===== config.mk =====
export PLATFORM = sky130hd
export DESIGN_NAME = ttt_btn_conditioner
export DESIGN_NICKNAME = d
export VERILOG_FILES = /design/src/rtl/ttt_pkg.sv /design/src/rtl/ttt_btn_debounce.sv /design/src/rtl/ttt_btn_conditioner.sv
export SDC_FILE = /design/constraint.sdc
export NUM_CORES = 1
export LEC_CHECK = 0
export BUFFER_PORTS_ARGS = -buffer_cell sky130_fd_sc_hd__buf_2
export CORE_MARGIN = 5
export CORE_UTILIZATION = 42
export CTS_BUF_LIST = sky130_fd_sc_hd__clkbuf_8
export DETAILED_ROUTE_END_ITERATION = 8
export PLACE_DENSITY = 0.55
export SYNTH_ARGS = -nofsm -noshare
export SYNTH_HDL_FRONTEND = slang
export SYNTH_SLANG_ARGS = --single-unit

===== constraint.sdc =====
create_clock -name Clk -period 4.4 [get_ports Clk]
set_input_delay 0.44 -clock Clk [delete_from_list [all_inputs] [get_ports Clk]]
set_output_delay 0.44 -clock Clk [all_outputs]
set_load 0.01 [all_outputs]

===== src/rtl/ttt_pkg.sv =====
// Shared constants for the tic-tac-toe button front end: debounce FSM encodings,
// button bit positions and the default debounce window.
package ttt_pkg;

    typedef enum logic [1:0] {
        ST_IDLE       = 2'd0,
        ST_DB_PRESS   = 2'd1,
        ST_PRESSED    = 2'd2,
        ST_DB_RELEASE = 2'd3
    } db_state_t;

    localparam int IDX_R   = 0;
    localparam int IDX_L   = 1;
    localparam int IDX_D   = 2;
    localparam int IDX_U   = 3;
    localparam int IDX_C   = 4;
    localparam int NUM_BTN = 5;

    // 5 ms at 100 MHz
    localparam int DB_CYCLES_DEFAULT = 500000;

endpackage


===== src/rtl/ttt_btn_debounce.sv =====
// One push-button: 2-flop synchronizer, debounce FSM with saturating counter,
// debounced level DPB and a one-cycle press candidate SCEN.
//
// state         | meaning
// ST_IDLE       | released and stable
// ST_DB_PRESS   | synced level high, counting toward acceptance
// ST_PRESSED    | press accepted, waiting for release
// ST_DB_RELEASE | synced level low, counting toward release
module ttt_btn_debounce
    import ttt_pkg::*;
#(
    parameter int DB_CYCLES = DB_CYCLES_DEFAULT
) (
    input  logic Clk,
    input  logic reset,
    input  logic PB,
    output logic DPB,
    output logic SCEN
);

    localparam int CNT_W = (DB_CYCLES > 1) ? $clog2(DB_CYCLES) : 1;
    localparam logic [CNT_W-1:0] CNT_LAST = CNT_W'(DB_CYCLES - 1);
    localparam logic [CNT_W-1:0] CNT_MAX  = '1;

    logic             sync1;
    logic             sync2;
    logic [CNT_W-1:0] cnt;
    db_state_t        state;

    always_ff @(posedge Clk or posedge reset) begin
        if (reset) begin
            sync1 <= 1'b0;
            sync2 <= 1'b0;
            cnt   <= '0;
            state <= ST_IDLE;
            DPB   <= 1'b0;
            SCEN  <= 1'b0;
        end else begin
            sync1 <= PB;
            sync2 <= sync1;
            SCEN  <= 1'b0;
            case (state)
                ST_IDLE: begin
                    if (sync2) begin
                        state <= ST_DB_PRESS;
                        cnt   <= '0;
                    end
                end
                ST_DB_PRESS: begin
                    if (!sync2) begin
                        state <= ST_IDLE;
                        cnt   <= '0;
                    end else if (cnt == CNT_LAST) begin
                        state <= ST_PRESSED;
                        DPB   <= 1'b1;
                        SCEN  <= 1'b1;
                    end else if (cnt != CNT_MAX) begin
                        cnt <= cnt + 1'b1;
                    end
                end
                ST_PRESSED: begin
                    if (!sync2) begin
                        state <= ST_DB_RELEASE;
                        cnt   <= '0;
                    end
                end
                ST_DB_RELEASE: begin
                    // a bounce back high resumes the held press without a new pulse
                    if (sync2) begin
                        state <= ST_PRESSED;
                    end else if (cnt == CNT_LAST) begin
                        state <= ST_IDLE;
                        DPB   <= 1'b0;
                    end else if (cnt != CNT_MAX) begin
                        cnt <= cnt + 1'b1;
                    end
                end
            endcase
        end
    end

endmodule


===== src/rtl/ttt_btn_conditioner.sv =====
// Five debounced buttons feeding the game FSM: one registered press pulse per
// cycle at most, priority C > U > D > L > R, losers dropped.
module ttt_btn_conditioner
    import ttt_pkg::*;
#(
    parameter int DB_CYCLES = DB_CYCLES_DEFAULT
) (
    input  logic       Clk,
    input  logic       reset,
    input  logic       u_BtnL,
    input  logic       u_BtnR,
    input  logic       u_BtnU,
    input  logic       u_BtnD,
    input  logic       u_BtnC,
    output logic       BtnL,
    output logic       BtnR,
    output logic       BtnU,
    output logic       BtnD,
    output logic       BtnC,
    output logic [4:0] DPB
);

    logic [NUM_BTN-1:0] raw;
    logic [NUM_BTN-1:0] scen;
    logic [NUM_BTN-1:0] grant;
    logic [NUM_BTN-1:0] btn_q;

    assign raw[IDX_R] = u_BtnR;
    assign raw[IDX_L] = u_BtnL;
    assign raw[IDX_D] = u_BtnD;
    assign raw[IDX_U] = u_BtnU;
    assign raw[IDX_C] = u_BtnC;

    for (genvar i = 0; i < NUM_BTN; i++) begin : g_db
        ttt_btn_debounce #(
            .DB_CYCLES(DB_CYCLES)
        ) u_db (
            .Clk  (Clk),
            .reset(reset),
            .PB   (raw[i]),
            .DPB  (DPB[i]),
            .SCEN (scen[i])
        );
    end

    always_comb begin
        grant = '0;
        if (scen[IDX_C])      grant[IDX_C] = 1'b1;
        else if (scen[IDX_U]) grant[IDX_U] = 1'b1;
        else if (scen[IDX_D]) grant[IDX_D] = 1'b1;
        else if (scen[IDX_L]) grant[IDX_L] = 1'b1;
        else if (scen[IDX_R]) grant[IDX_R] = 1'b1;
    end

    always_ff @(posedge Clk or posedge reset) begin
        if (reset) btn_q <= '0;
        else       btn_q <= grant;
    end

    assign BtnR = btn_q[IDX_R];
    assign BtnL = btn_q[IDX_L];
    assign BtnD = btn_q[IDX_D];
    assign BtnU = btn_q[IDX_U];
    assign BtnC = btn_q[IDX_C];

endmodule


==> summary.txt <==
Flow run
  – Max cap viols: 0

Synth
  – Mean Syn Cell Area: approximately 9 sq um
  – Synthesized area: ~0.0073 sq mm
  – Synthesized flop and latch total: 130
  – Number of synthesized flops with an enable pin: 0
  – Mapped Nets: just over 800
  – Async S/R FF share, synth: 100%
  – Unique masters post-synth: 74
  – Mapped Cells: roughly 810
  – Yosys warns: 0
  – Main synth FF type: dfrtp_1
  – Sequential share of the synthesized area: about 44%

Hold path
  – Worst hold endpoint: g_db[4].u_db.sync1
  – HP Start: u_BtnC
  – Hold Crit Depth: 1
  – Worst hold path type: in2reg

Power
  – Switching pwr: between 0.0006 and 0.0007 W
  – Leakage power: about 3.2 nW
  – Net Sw Frac: 24.7%
  – Worst VDD drop: roughly 0.21 mV
  – Cell Pwr Density: 310 mW/mm^2
  – P_int: 0.00184 W
  – Reg power frac: around 51%
  – Gate power share: 5.8%
  – Clk network pwr share: between 40% and 50%

Timing
  – RSZ-0062 raised after global routing: no
  – Final Hold Fails: 0
  – Final Critical Period: between 2000 and 2500 ps
  – Final worst slack: a little under 2000 ps
  – Setup violators final: 0
  – Fin Clk Skew: ~9.1 ps
  – Fmax: 414 MHz
  – Final Slew Violations: 0
  – Crit share post-route: between 50% and 60%
  – Post-route setup TNS: 0 ps
  – Worst-margin pin slew: around 1300 ps
  – Rel. slew slack: around 15%

Routing
  – Vias: ~6.4k
  – Initial DRC count: about 370
  – Antenna Nets Post-Route: 0
  – Via-to-Cell Ratio: 6.14
  – Routed wire length: approximately 17 mm
  – Remaining DRCs: 0
  – DR pass1 iterations: 5
  – Drt wl/cell: ~16 um

Finish
  – Fillcell total: ~1.7k
  – Final #Nets: roughly 810
  – Diode count: 0
  – Layout cells sized above 1: a little under a tenth
  – Area growth syn-to-layout: 7.39%
  – Final non-filler cell total: 1035

Clock network
  – H-tree depth: 4
  – Total clock buffers created by CTS: 17
  – Post_cts resized: 0
  – Setup Buffers After CTS: 0
  – Clk_lat worst skew: ~430 ps
  – Reg clk slew, reported paths: ~80 ps
  – Clock Sinks: 130
  – TritonCTS clock tree: yes
  – Clock buffer depth: 2
  – CTS Hold Buffers Added: 0
  – CTS root buf: clkbuf_8

Floorplanning
  – # rows: 48
  – Die width: 142 um
  – Core area: around 0.017 sq mm
  – Io pins: 17
  – Starting Density: about 43%
  – Die area: 0.0202 sq mm
  – Chip Height: 142 um

Worst setup path
  – Worst r2r src: g_db[1].u_db.cnt[0]
  – Max FO, Critical Path: 18
  – Crit path DAT: 2730 ps
  – Flop2flop setup slack: between 1500 and 2000 ps
  – Worst Setup Path Type: reg2reg
  – Crit path required time: between 4000 and 5000 ps
  – Crit path launch type: flip-flop
  – Critical R2R Capture: g_db[1].u_db.cnt[13]
  – Crit path capture type: flip-flop
  – Worst r2r path cells: 6

Placement
  – Detailed Place HPWL: about 11 mm
  – Post-placement worst setup slack: a little over 2000 ps
  – DP Cell Count: 1003
  – Buffers added on ports: 16
  – GPL Wtd Cong: 0.909

Global route
  – Total grt overflow: 0
  – Initial antenna violation count: 0
  – First-pass GRT wire length: about 30 mm
  – Largest net degree at the start of global routing: between 100 and 150
  – Tot GR Track Use: approximately 17%
  – Vias in the first global route: roughly 6.0k

Run status
  – Outcome: finished, final reports clean
[flip-flops by register name (all words and copies together) (netlist names), named ones only]
signal,cells
g_db.u_db.DPB,5
g_db.u_db.state,5
g_db.u_db.cnt,95
g_db.u_db.sync2,5
btn_q,5
g_db.u_db.sync1,5
g_db.u_db.SCEN,5
[per-layer routing]
layer,part of all wire (%),GRT usage [%],vias up
met1,50,24.7,3147
met2,45,27.5,118
met5,0,0,-
li1,-,-,3086
met3,3.5,3.73,7
met4,0.64,3.28,0
[synth_stat cells, types with 4 or more instances]
library cell  instances  area share [%]
clkbuf_1             27             1.4
o21ai_1              28             1.9
a211o_1               4            0.48
nor4_1               13             1.1
o31a_1                4            0.48
mux2i_1               7            0.95
and3_1               18             1.5
nor2_1               42             2.1
nor3_1               20             1.4
ha_1                  5            0.85
o31ai_1              22             2.2
dfrtp_1             130              44
a31o_2                6            0.72
nand2b_1             11            0.94
nand3_1              54             3.7
or4_1                22             2.2
o21ai_0              33             2.2
a22o_1                4            0.48
and2_1                7            0.60
o311ai_0              4            0.48
and4_1                8            0.95
nand4_1              36             3.1
nor3b_1               4            0.41
a31oi_1              11            0.94
a21o_1                7            0.72
buf_6                 4            0.61
a21oi_1              66             4.5
buf_2                12            0.82
or3_1                26             2.2
inv_1                14            0.72
buf_4                 6            0.61
o21a_1                9            0.92
xnor2_1               6            0.72
o211ai_1             11             1.1
a41oi_1               6            0.72
nand2_1              64             3.3
[logic make-up (layout without fill, tap and decap cells)]
kind of cell | count (synthesis) | in the layout | synth area share, %
AO/OA/AOI/OAI | 244 | 244 | 21.7
XOR/XNOR | 8 | 8 | 0.954
adder cells (fa/ha/maj) | 5 | 5 | 0.852
buffers and inverters | 63 | 65 | 4.14
flip-flops | 130 | 130 | 44.3
multiplexers | 11 | 11 | 1.57
AND/OR/NAND/NOR | 347 | 347 | 26.4
[stage by stage]
| step | total power, W | instance area, sq um | hold WS (ps) | utilization (%) |
|---|---|---|---|---|
| after floorplan | 0.00138 | 7340 | 331 | - |
| after detailed placement | 0.00142 | 7480 | 339 | 43.4 |
| after CTS | 0.00247 | 7890 | 83.8 | 45.8 |
| final | 0.00244 | 7890 | 116 | 45.8 |
| after global placement | 0.00141 | 7480 | 335 | 43.4 |
| after global routing | 0.00256 | 7890 | 72.4 | 45.8 |
[power by group through the flow]
stage                     clock [W]  combinational (W)  sequential [W]
after global placement            0           0.000141         0.00127
after CTS                   0.00108           0.000145         0.00125
final                       0.00105           0.000142         0.00125
after detailed placement          0           0.000145         0.00127
after floorplan                   0           0.000122         0.00126
after global routing        0.00114           0.000166         0.00125
[area by class of cell]
cell class / instances / area [sq um] / area share, %
Tap cell: 225 / 282 / 3.57
Sequential cell: 130 / 3250 / 41.3
Inverter: 14 / 57.6 / 0.730
Multi-Input combinational cell: 615 / 3790 / 48.0
Timing Repair Buffer: 19 / 103 / 1.30
Clock buffer: 19 / 262 / 3.32
Clock inverter: 13 / 144 / 1.82
[how the worst max path moves through the flow]
stage / startpoint / to / depth (start not counted)
after global placement: g_db[1].u_db.cnt[0] / g_db[1].u_db.cnt[4] / 6
after floorplan: reset / async pin / 1
final: g_db[1].u_db.cnt[0] / g_db[1].u_db.cnt[13] / 6
after CTS: g_db[4].u_db.cnt[15] / g_db[4].u_db.cnt[3] / 5
after global routing: g_db[3].u_db.cnt[6] / g_db[3].u_db.cnt[12] / 6
after detailed placement: g_db[3].u_db.cnt[6] / g_db[3].u_db.cnt[15] / 6
[critical path, stage by stage, from the launching register on]
cell and delay, ps:
dfrtp_1 420, ha_1 230, and4_1 390, nand4_1 240
a21oi_2 620, nor2_1 90, a221o_1 310
[placed cells by master (no fill, tap or decap), drive strengths merged, types with 5 or more instances in the layout]
cell and count:
a31oi 11, nor3 21, nand2b 11, nand3 54
xnor2 6, o21ai 61, inv 17, buf 19
nand2 64, a31o 6, mux2i 7, o311ai 6
dfrtp 130, a41oi 6, and3 18, nor4 15
or4 23, o211ai 11, nand4 36, clkbuf 19
or3 26, o21a 9, a21oi 69, ha 5
a21o 8, and4 8, nor2 42, o31ai 22
and2 7
Note: power is estimated with default switching activity, not from simulation.
